`config.mk`:
```
export PLATFORM = sky130hd
export DESIGN_NAME = register_file_param
export DESIGN_NICKNAME = d
export VERILOG_FILES = /design/src/rtl/regfile_pkg.sv /design/src/rtl/regfile_read_port.sv /design/src/rtl/register_file_param.sv
export SDC_FILE = /design/constraint.sdc
export NUM_CORES = 2
export LEC_CHECK = 0
export BUFFER_PORTS_ARGS = -buffer_cell sky130_fd_sc_hd__buf_4
export CORE_ASPECT_RATIO = 1.4
export CORE_MARGIN = 2
export CORE_UTILIZATION = 35
export CTS_CLUSTER_SIZE = 28
export DETAILED_ROUTE_END_ITERATION = 12
export GPL_ROUTABILITY_DRIVEN = 0
export PLACE_DENSITY = 0.52
export SLEW_MARGIN = 30
export SYNTH_ARGS = -nofsm -noshare
export SYNTH_HDL_FRONTEND = slang
export SYNTH_SLANG_ARGS = --single-unit
```
`constraint.sdc`:
```
create_clock -name Clock -period 2.4 [get_ports Clock]
set_input_delay 0.48 -clock Clock [delete_from_list [all_inputs] [get_ports Clock]]
set_output_delay 0.48 -clock Clock [all_outputs]
set_load 0.01 [all_outputs]
```
`src/rtl/regfile_pkg.sv`:
```
// ---------------------------------------------------------------------------
// regfile_pkg
//
// Purpose : shared constants and helpers for the parametrised register file.
//           Holds the default geometry of the classic MIPS register file
//           (32 x 32-bit, two read ports) and the zero-register predicate
//           used by both the storage/scoreboard logic and the read ports.
//
// Contents:
//   DATA_W_DEF / ADDR_W_DEF / N_READ_DEF  default parameter values
//   DEPTH                                 register count for the default width
//   is_zero_reg()                         "address hits the hardwired zero"
// ---------------------------------------------------------------------------
package regfile_pkg;

    localparam int DATA_W_DEF = 32;
    localparam int ADDR_W_DEF = 5;
    localparam int N_READ_DEF = 2;

    // Depth of a register file built with the default address width.
    // The top module derives its own DEPTH from its actual ADDR_W.
    localparam int DEPTH = 2 ** ADDR_W_DEF;

    // True when the zero register is enabled and the address selects it.
    // Addresses are widened to 32 bits by the caller so one helper serves
    // every ADDR_W.
    function automatic logic is_zero_reg(input logic        zero_en,
                                         input logic [31:0] addr);
        return zero_en && (addr == 32'd0);
    endfunction

endpackage : regfile_pkg

```
`src/rtl/regfile_read_port.sv`:
```
// ---------------------------------------------------------------------------
// regfile_read_port
//
// Purpose : one registered read port of the register file. Chooses between
//           the hardwired zero, the same-edge write data (bypass) and the
//           stored register value, and registers the result together with
//           the "operand is final" flag.
//
// Ports:
//   Clock          in   single clock, all updates on posedge
//   Reset_n        in   asynchronous active-low reset
//   read_addr      in   address sampled this edge
//   stored_data    in   current (pre-edge) contents of reg[read_addr]
//   pending_next   in   post-edge pending bit of read_addr
//   write_active   in   a write really commits this edge (zero reg excluded)
//   write_addr     in   write address
//   write_data     in   write data
//   read_data      out  registered read data
//   read_ready     out  registered "no write pending" flag
// ---------------------------------------------------------------------------
module regfile_read_port
    import regfile_pkg::*;
#(
    parameter int DATA_W   = DATA_W_DEF,
    parameter int ADDR_W   = ADDR_W_DEF,
    parameter int ZERO_REG = 1
) (
    input  logic              Clock,
    input  logic              Reset_n,
    input  logic [ADDR_W-1:0] read_addr,
    input  logic [DATA_W-1:0] stored_data,
    input  logic              pending_next,
    input  logic              write_active,
    input  logic [ADDR_W-1:0] write_addr,
    input  logic [DATA_W-1:0] write_data,
    output logic [DATA_W-1:0] read_data,
    output logic              read_ready
);

    logic              reads_zero;
    logic              bypass_hit;
    logic [DATA_W-1:0] next_data;
    logic              next_ready;

    // Operand selection. The zero register wins over everything, then a
    // write landing on the same address this edge, then the stored value.
    // write_active already excludes writes aimed at the zero register, so
    // the bypass can never leak data into register 0.
    always_comb begin
        reads_zero = is_zero_reg(ZERO_REG != 0, 32'(read_addr));
        bypass_hit = write_active && (write_addr == read_addr);
        next_data  = stored_data;
        next_ready = ~pending_next;
        if (reads_zero) begin
            next_data  = '0;
            next_ready = 1'b1;
        end else if (bypass_hit) begin
            next_data  = write_data;
        end
    end

    // Output flops: one cycle of latency, held stable until the next edge.
    always_ff @(posedge Clock or negedge Reset_n) begin
        if (!Reset_n) begin
            read_data  <= '0;
            read_ready <= 1'b0;
        end else begin
            read_data  <= next_data;
            read_ready <= next_ready;
        end
    end

endmodule : regfile_read_port

```
`src/rtl/register_file_param.sv`:
```
// ---------------------------------------------------------------------------
// register_file_param
//
// Purpose : parametrised multi-read-port register file with one write port,
//           an optional hardwired zero register and a pending-write
//           scoreboard. A producer "locks" its destination register when it
//           issues; the write of its result clears the lock. Each read port
//           reports whether the operand it returned is final.
//
// Parameters:
//   DATA_W    register width
//   ADDR_W    address width, depth = 2**ADDR_W
//   N_READ    number of read ports (>= 1)
//   ZERO_REG  1: register 0 reads 0 and ignores writes and locks
//
// Ports:
//   Clock           in   single clock
//   Reset_n         in   asynchronous active-low reset
//   Read_Register   in   N_READ packed read addresses, port i at [i*ADDR_W +: ADDR_W]
//   Read_Data       out  N_READ packed read data, port i at [i*DATA_W +: DATA_W]
//   Read_Ready      out  per port: 1 = Read_Data holds the final value
//   Write_Enable    in   commit Write_Data to Write_Register
//   Write_Register  in   write address
//   Write_Data      in   write data
//   Lock_Enable     in   mark Lock_Register as pending
//   Lock_Register   in   register to lock
//   Lock_Error      out  one-cycle pulse: lock on an already pending register
// ---------------------------------------------------------------------------
module register_file_param
    import regfile_pkg::*;
#(
    parameter int DATA_W   = DATA_W_DEF,
    parameter int ADDR_W   = ADDR_W_DEF,
    parameter int N_READ   = N_READ_DEF,
    parameter int ZERO_REG = 1
) (
    input  logic                     Clock,
    input  logic                     Reset_n,
    input  logic [N_READ*ADDR_W-1:0] Read_Register,
    output logic [N_READ*DATA_W-1:0] Read_Data,
    output logic [N_READ-1:0]        Read_Ready,
    input  logic                     Write_Enable,
    input  logic [ADDR_W-1:0]        Write_Register,
    input  logic [DATA_W-1:0]        Write_Data,
    input  logic                     Lock_Enable,
    input  logic [ADDR_W-1:0]        Lock_Register,
    output logic                     Lock_Error
);

    localparam int DEPTH_R = 2 ** ADDR_W;

    logic [DATA_W-1:0]  regs [DEPTH_R];
    logic [DEPTH_R-1:0] pending;
    logic [DEPTH_R-1:0] pending_next;
    logic               write_active;
    logic               lock_active;
    logic               lock_error_next;

    // Writes and locks aimed at the hardwired zero register are dropped
    // here, so nothing downstream has to special-case them again.
    always_comb begin
        write_active = Write_Enable && !is_zero_reg(ZERO_REG != 0, 32'(Write_Register));
        lock_active  = Lock_Enable  && !is_zero_reg(ZERO_REG != 0, 32'(Lock_Register));
    end

    // Post-edge scoreboard. The lock is applied after the write clear so a
    // write and a lock to the same register leave it pending: the newly
    // issued producer owns the register. The read ports use this vector
    // directly so their ready flag already reflects this edge's activity.
    always_comb begin
        pending_next = pending;
        if (write_active) begin
            pending_next[Write_Register] = 1'b0;
        end
        if (lock_active) begin
            pending_next[Lock_Register] = 1'b1;
        end
    end

    // A second lock is an error only if the register stays pending from an
    // older producer; a same-edge write retiring that producer makes the
    // new lock legitimate.
    always_comb begin
        lock_error_next = lock_active && pending[Lock_Register] &&
                          !(write_active && (Write_Register == Lock_Register));
    end

    // Register storage.
    always_ff @(posedge Clock or negedge Reset_n) begin
        if (!Reset_n) begin
            for (int r = 0; r < DEPTH_R; r++) begin
                regs[r] <= '0;
            end
        end else if (write_active) begin
            regs[Write_Register] <= Write_Data;
        end
    end

    // Pending-write scoreboard and the lock error pulse.
    always_ff @(posedge Clock or negedge Reset_n) begin
        if (!Reset_n) begin
            pending    <= '0;
            Lock_Error <= 1'b0;
        end else begin
            pending    <= pending_next;
            Lock_Error <= lock_error_next;
        end
    end

    // One read port per requested operand; each sees the stored value and
    // the post-edge pending bit of its own address.
    for (genvar p = 0; p < N_READ; p++) begin : g_read
        logic [ADDR_W-1:0] port_addr;
        logic [DATA_W-1:0] port_stored;
        logic              port_pending;

        assign port_addr    = Read_Register[p*ADDR_W +: ADDR_W];
        assign port_stored  = regs[port_addr];
        assign port_pending = pending_next[port_addr];

        regfile_read_port #(
            .DATA_W   (DATA_W),
            .ADDR_W   (ADDR_W),
            .ZERO_REG (ZERO_REG)
        ) u_port (
            .Clock        (Clock),
            .Reset_n      (Reset_n),
            .read_addr    (port_addr),
            .stored_data  (port_stored),
            .pending_next (port_pending),
            .write_active (write_active),
            .write_addr   (Write_Register),
            .write_data   (Write_Data),
            .read_data    (Read_Data[p*DATA_W +: DATA_W]),
            .read_ready   (Read_Ready[p])
        );
    end

endmodule : register_file_param
```
* Yosys cells after proc, flatten, opt, wreduce, memory -nomap -nowiden
Cells that the tools add are included.
** Storage, ports and cells
- Bits in registers :: 1123
- Bits of input ports :: 56
- Output and inout port bits :: 67
- Word-level logic and storage cells :: 103
** Cells by class
- $lt $le $gt $ge :: 10
- Equal/unequal tests :: 3
- Multiplexer cells :: 27
- Bitwise logic cells :: 8
- Reductions and logical operators :: 17
** Operators by type and width (count)
- bitwise mux 1024 bit :: 1
- two-way mux 32 bit :: 11
- binary-select mux 32 bit (select 5 bit) :: 2
- demux 32 bit (select 5 bit) :: 1
- bitwise AND 32 bit :: 1
- NOT 32 bit :: 1
- OR 32 bit :: 1
- less-than comparator 5 x 6 -> 1 bit (second input constant) :: 4
- zero test 5 bit :: 4
- >= comparator 6 bit (second input constant) :: 3
- NOT 5 -> 6 bit :: 3
- binary-select mux 1 bit (select 5 bit) :: 3
- equality test 5 bit :: 3
- demux 1 bit (select 5 bit) :: 2
- >= comparator 5 x 1 -> 1 bit (second input constant) :: 2
- logical AND 1 bit :: 10
- two-way mux 1 bit :: 7
- less-than comparator 6 x 1 -> 1 bit (second input constant) :: 1
- zero test 1 bit :: 3
- NOT 1 bit :: 2

* Depth between registers and ports, before layout
- Depth in word-level cells :: 13
- Mapped depth :: 11
- Gate-level depth less buffers :: 7

* Hierarchy
A second synthesis with hierarchy kept.
** Second synthesis, totals
- Cell total of the unflattened synthesis :: 3907
- Area, all modules :: 58980.3 µm²
** By module, submodules not included
- register_file_param :: times used 1, cells an instance 3591, area an instance 56020.0 µm², seq. area each 26450.4 µm²
- regfile_read_port :: times used 2, cells an instance 158, area an instance 1480.2 µm², seq. area each 825.8 µm²

* Worst setup path before layout
No wires, ideal clock.
- Path kind :: input-to-reg
- From :: input port Read_Register[5]
- To :: register g_read[1].u_port.read_data[25]
- Arrival :: 2272 ps
- Setup slack :: -5 ps
- Stages :: 9
- Path buffers :: 3
- Cells stage by stage :: buf_2 > buf_6 > buf_2 > mux4_2 > mux4_2 > nand2_1 > nand3_1 > o21ai_1 > nor2_1
** On the way
- Longest elaborated chain between the ends :: 6
- Elaborated cells between the ends (all ways) :: 9
** RTL lines
- from (decl) :: line register_file_param.sv:39 : input logic [N_READ*ADDR_W-1:0] Read_Register,
- NOT 5 -> 6 bit (not written as such) :: line register_file_param.sv:118 : assign port_stored = regs[port_addr];
- binary-select mux 32 bit (select 5 bit) :: line register_file_param.sv:118
- two-way mux 32 bit (not written as such) (2 in a row) :: line register_file_param.sv:118
- two-way mux 32 bit :: line regfile_read_port.sv:57 : end else if (bypass_hit) begin
- two-way mux 32 bit * :: line regfile_read_port.sv:54 : if (reads_zero) begin
- net g_read[1].u_port.next_data[25] :: line regfile_read_port.sv:42 : logic [DATA_W-1:0] next_data;
- to (signal assigned) :: line regfile_read_port.sv:68 : read_data <= next_data;
- to (decl) :: line regfile_read_port.sv:36 : output logic [DATA_W-1:0] read_data,
The timed path passes the listed nets; every way through them passes the cells marked *. The select of a mux whose other input is x is not followed.
A chain may end at the register's enable or synchronous reset.

* Final worst setup path
- From :: input port Lock_Enable
- To :: register g_read[1].u_port.read_ready
** On the way
- Longest elaborated chain between the ends :: 6
** RTL lines
- from (decl) :: line register_file_param.sv:45 : input logic Lock_Enable,
- logical AND 1 bit :: line register_file_param.sv:63 : lock_active = Lock_Enable && !is_zero_reg(ZERO_REG != 0, 32'(Lock_Register));
- two-way mux 32 bit :: line register_file_param.sv:75 : if (lock_active) begin
- net pending_next[6] :: line register_file_param.sv:54 : logic [DEPTH_R-1:0] pending_next;
- binary-select mux 1 bit (select 5 bit) :: line register_file_param.sv:119 : assign port_pending = pending_next[port_addr];
- two-way mux 1 bit (not written as such) :: line register_file_param.sv:119
- NOT 1 bit :: line regfile_read_port.sv:53 : next_ready = ~pending_next;
- two-way mux 1 bit :: line regfile_read_port.sv:54
- net g_read[1].u_port.next_ready :: line regfile_read_port.sv:43 : logic next_ready;
- to (signal assigned) :: line regfile_read_port.sv:69 : read_ready <= next_ready;
- to (decl) :: line regfile_read_port.sv:37 : output logic read_ready
The timed path passes the listed nets, and every way through them passes these cells. The select of a mux whose other input is x is not followed.

==> results_tabular.tex <==
\begin{tabular}{lr}
\hline
Metric & Value \\
\hline
\multicolumn{2}{l}{\textbf{Worst setup path}} \\
\quad CP Cell Sequence & dlygate4sd3\_1, buf\_4, and3b\_1, a22o\_1, mux2\_2, a2111oi\_0, nand2\_1, o2111ai\_1 \\
\quad Critical path launch point & Lock\_Enable \\
\quad Setup slack of the most critical reg-to-reg path & 0.41 ns \\
\quad Critical register-to-register path startpoint & regs[51] \\
\quad Critical-path maximum fanout & 7 \\
\quad Type of the worst setup path & input pin to flip-flop \\
\quad Worst path required time & 3.04 ns \\
\quad Type of element capturing the critical path & flip-flop \\
\quad Data arrival time of the critical path & 2.81 ns \\
\quad Slowest stage cell on the critical path & sky130\_fd\_sc\_hd\_\_dlygate4sd3\_1 \\
\quad Setup crit start kind & input pin \\
\quad Worst path max stage delay & 0.54 ns \\
\multicolumn{2}{l}{\textbf{Placed design}} \\
\quad HPWL after DPL & 129000 µm \\
\quad Port bufs & 122 \\
\quad Number of placed instances with taps included & 6203 \\
\multicolumn{2}{l}{\textbf{Logic synthesis}} \\
\quad Seq/Total Area, Yosys & 47.6\% \\
\quad Library cells used by synthesis & 59 \\
\quad Post-synth EDFFs & 0 \\
\quad Syn\_area\_per\_cell & 15.5 µm² \\
\quad Post-synth net total & 3866 \\
\quad Post-synthesis instance area & 59000 µm² \\
\quad Proportion of synthesized flip-flops having asynchronous set or reset & 100\% \\
\quad Dominant synthesized flop cell & sky130\_fd\_sc\_hd\_\_dfrtp\_1 \\
\quad Number of flip-flops and latches in the synthesized netlist & 1123 \\
\quad Number of synthesis warnings & 0 \\
\quad Gate Count Post-Synth & 3810 \\
\multicolumn{2}{l}{\textbf{Min path}} \\
\quad Start point of the worst min-delay path & Write\_Data[14] \\
\quad Worst hold-check path type & input pin to flip-flop \\
\multicolumn{2}{l}{\textbf{Route}} \\
\quad Antenna violation net count after detailed routing & 0 \\
\quad Number of DRC markers after the initial detailed-route iteration & 2796 \\
\quad Number of iterations in the first detailed-routing pass & 5 \\
\quad Drt drc & 0 \\
\quad Via-per-instance ratio & 5.85 \\
\quad Average wire per standard cell & 31.6 µm \\
\quad Vias & 37548 \\
\quad Final routed wirelength across all metal layers & 203000 µm \\
\multicolumn{2}{l}{\textbf{CTS}} \\
\quad Clock-pin slew on the worst setup and hold paths & 0.06 ns \\
\quad TritonCTS clock tree & yes \\
\quad H-tree depth & 3 \\
\quad Clock root buffer & sky130\_fd\_sc\_hd\_\_clkbuf\_16 \\
\quad Clock sinks & 1123 \\
\quad Buffer depth of the longest clock path & 3 \\
\quad Skew-Pair Late Insertion Delay & 0.76 ns \\
\quad Resized Gates After CTS & 0 \\
\quad Clock buffer count from CTS & 116 \\
\multicolumn{2}{l}{\textbf{Global route}} \\
\quad Overflow left after global routing & 0 \\
\quad Maximum number of pins on one net before global-route repair & 108 \\
\quad Total Routing Usage GR & 24.0\% \\
\quad Wire length of the first global-routing pass & 297000 µm \\
\quad Via count of the first global-routing pass & 39713 \\
\quad Number of antenna violations at the first check in global routing & 13 \\
\multicolumn{2}{l}{\textbf{Floorplanning}} \\
\quad Die outline area & 172000 µm² \\
\quad Starting density of the core & 35.2\% \\
\quad Horizontal extent of the die & 351 µm \\
\quad Die height & 490 µm \\
\quad Count of pins on the block boundary & 123 \\
\quad Row cnt & 178 \\
\quad Area of the core region & 168000 µm² \\
\multicolumn{2}{l}{\textbf{Pwr}} \\
\quad Power per cell area & 807 nW/µm² \\
\quad Cell leakage power & 0.0302 µW \\
\quad Peak supply drop & 0.000587 V \\
\multicolumn{2}{l}{\textbf{Timing}} \\
\quad Maximum operating frequency & 0.462 GHz \\
\quad Unrepaired setup endpoints after global routing & no \\
\quad Slew at the pin closest to its max-slew limit & 0.617 ns \\
\quad Normalized max-slew margin & 58.9\% \\
\quad Number of slew-limit violations in the final report & 0 \\
\quad Post-route clock skew & 0.0220 ns \\
\quad Period utilisation layout & 90.1\% \\
\quad Final Hold Violating Endpoints & 0 \\
\quad Final period demand of the worst path & 2.16 ns \\
\quad Final setup fails & 0 \\
\multicolumn{2}{l}{\textbf{Cells and area}} \\
\quad Final nets & 4129 \\
\quad Non-filler instance count after layout & 6420 \\
\quad Share of final-layout standard cells stronger than drive strength 1 & 57.7\% \\
\quad Area growth from synthesis to layout & 18.9\% \\
\quad Total of fill cells in the finished design & 15108 \\
\quad Final core utilization & 41.8\% \\
\multicolumn{2}{l}{\textbf{Job}} \\
\quad Max-cap check violation count & 0 \\
\multicolumn{2}{l}{\textbf{Outcome}} \\
\quad Run status & finished clean \\
\hline
\end{tabular}
==> placed cells by master (no fill, tap or decap), types with 5 or more instances in the layout <==
cell / netlist / layout
sky130_fd_sc_hd__buf_4: 31 / 442
sky130_fd_sc_hd__nand2_4: 0 / 12
sky130_fd_sc_hd__nand3_1: 21 / 21
sky130_fd_sc_hd__o21ai_0: 24 / 24
sky130_fd_sc_hd__a22oi_1: 8 / 8
sky130_fd_sc_hd__nor2_4: 0 / 16
sky130_fd_sc_hd__buf_8: 0 / 5
sky130_fd_sc_hd__clkbuf_8: 0 / 20
sky130_fd_sc_hd__mux2_2: 978 / 978
sky130_fd_sc_hd__buf_12: 0 / 132
sky130_fd_sc_hd__nor2b_1: 23 / 23
sky130_fd_sc_hd__inv_1: 9 / 9
sky130_fd_sc_hd__nor2_1: 89 / 73
sky130_fd_sc_hd__nand2b_1: 7 / 7
sky130_fd_sc_hd__a22o_1: 9 / 9
sky130_fd_sc_hd__nand2_1: 115 / 103
sky130_fd_sc_hd__mux2i_1: 92 / 92
sky130_fd_sc_hd__clkbuf_16: 0 / 119
sky130_fd_sc_hd__xnor2_1: 6 / 6
sky130_fd_sc_hd__a21oi_1: 16 / 16
sky130_fd_sc_hd__nand4_1: 5 / 5
sky130_fd_sc_hd__and2_1: 15 / 13
sky130_fd_sc_hd__a211oi_1: 102 / 102
sky130_fd_sc_hd__dfrtp_1: 1123 / 1123
sky130_fd_sc_hd__clkinvlp_4: 0 / 7
sky130_fd_sc_hd__xor2_1: 9 / 9
sky130_fd_sc_hd__nor3b_1: 6 / 6
sky130_fd_sc_hd__o21ai_1: 16 / 16
sky130_fd_sc_hd__nor3_1: 22 / 22
sky130_fd_sc_hd__clkbuf_1: 275 / 24
sky130_fd_sc_hd__mux4_2: 613 / 613
sky130_fd_sc_hd__clkinv_2: 0 / 25
sky130_fd_sc_hd__bufinv_16: 0 / 13
==> report_power, final <==
group | leakage [µW] | internal (µW) | switching, µW
Clock | 0.00193 | 11000 | 8100
Combinational | 0.0139 | 7570 | 4450
Sequential | 0.0144 | 22600 | 2870
==> path summary, 6_finish.rpt <==
check | to | cells after the start
setup / recovery | g_read[1].u_port.read_ready | 8
hold reg to reg | regs[997] | 0
max in group asynchronous | regs[391] | 3
min in group asynchronous | regs[813] | 2
hold / removal | regs[366] | 3
setup reg to reg | g_read[0].u_port.read_data[19] | 5
==> synthesized netlist by cell type, types with 5 or more instances <==
cell | instances | share of area, %
sky130_fd_sc_hd__a211oi_1 | 102 | 1.3
sky130_fd_sc_hd__a21oi_1 | 16 | 0.14
sky130_fd_sc_hd__a22o_1 | 9 | 0.13
sky130_fd_sc_hd__a22oi_1 | 8 | 0.10
sky130_fd_sc_hd__and2_1 | 15 | 0.16
sky130_fd_sc_hd__and3b_1 | 5 | 0.074
sky130_fd_sc_hd__buf_1 | 48 | 0.31
sky130_fd_sc_hd__buf_2 | 70 | 0.59
sky130_fd_sc_hd__buf_4 | 31 | 0.39
sky130_fd_sc_hd__buf_6 | 15 | 0.29
sky130_fd_sc_hd__clkbuf_1 | 275 | 1.7
sky130_fd_sc_hd__dfrtp_1 | 1123 | 48
sky130_fd_sc_hd__inv_1 | 9 | 0.057
sky130_fd_sc_hd__mux2_2 | 978 | 19
sky130_fd_sc_hd__mux2i_1 | 92 | 1.6
sky130_fd_sc_hd__mux4_2 | 613 | 23
sky130_fd_sc_hd__nand2_1 | 115 | 0.73
sky130_fd_sc_hd__nand2b_1 | 7 | 0.074
sky130_fd_sc_hd__nand3_1 | 21 | 0.18
sky130_fd_sc_hd__nand4_1 | 5 | 0.053
sky130_fd_sc_hd__nor2_1 | 89 | 0.57
sky130_fd_sc_hd__nor2b_1 | 23 | 0.24
sky130_fd_sc_hd__nor3_1 | 22 | 0.19
sky130_fd_sc_hd__nor3b_1 | 6 | 0.076
sky130_fd_sc_hd__o21ai_0 | 24 | 0.20
sky130_fd_sc_hd__o21ai_1 | 16 | 0.14
sky130_fd_sc_hd__xnor2_1 | 6 | 0.089
sky130_fd_sc_hd__xor2_1 | 9 | 0.13
==> per-layer routing <==
layer | wire (µm) | up-vias | global-route usage [%]
met5 | 95 | - | 0
met4 | 5780 | 16 | 7.05
met3 | 11400 | 293 | 4.10
met2 | 99500 | 1080 | 39.7
met1 | 86300 | 20919 | 32.3
li1 | - | 15240 | -
==> sequential cells by signal (all words and copies together), names as in the netlist <==
register / cells
Lock_Error: 1
g_read.u_port.read_data: 64
g_read.u_port.read_ready: 2
pending: 32
regs: 1024
==> cell families (layout without fill, tap and decap cells) <==
kind of cell    Yosys count  count (layout)  synth area share [%]
mux                    1683            1683                  43.6
flops                  1123            1123                  47.6
buf+inv                 450             806                  3.40
simple gates            340             340                  2.80
compound gates          199             199                  2.33
xor+xnor                 15              15                 0.223
other cells               0               4                     0
==> critical path, delay by kind of cell <==
kind / cells / cell delay [ns]
AOI/OAI and AO/OA: 3 / 0.88
muxes: 1 / 0.27
buffers and inverters: 2 / 0.70
and+or+nand+nor: 2 / 0.47
==> cell type report <==
| type | count | area (µm²) | share of cell area (%) |
|---|---|---|---|
| multi-input combinational | 2237 | 29100 | 41.5 |
| sequential | 1123 | 28100 | 40.1 |
| timing repair buffer | 584 | 6090 | 8.69 |
| clock buffer | 162 | 3330 | 4.75 |
| tap | 2250 | 2820 | 4.01 |
| clock inverter | 49 | 603 | 0.860 |
| inverter | 11 | 46.3 | 0.0660 |
| antenna | 4 | 10.0 | 0.0143 |
==> through the flow <==
stage | setup WS [ns] | setup TNS, ns | total power (µW) | hold WS [ns] | cell area (µm²)
finish | 0.237 | 0 | 56600 | 0.123 | 70100
global route | 0.159 | 0 | 59100 | 0.114 | 70100
CTS | 0.287 | 0 | 57100 | 0.0649 | 70100
detailed placement | -0.351 | -11.96 | 37900 | 0.382 | 66200
global placement | -0.375 | -12.24 | 37600 | 0.379 | 66200
floorplan | 0.00685 | 0 | 33200 | 0.184 | 59000
==> what timing repair did <==
action	CTS	global route
hold buffers	2	0
buffers inserted	0	0
endpoints found under the hold margin	17	0
setup endpoints to repair	0	0
No activity file was read; power rests on OpenSTA's default activity.
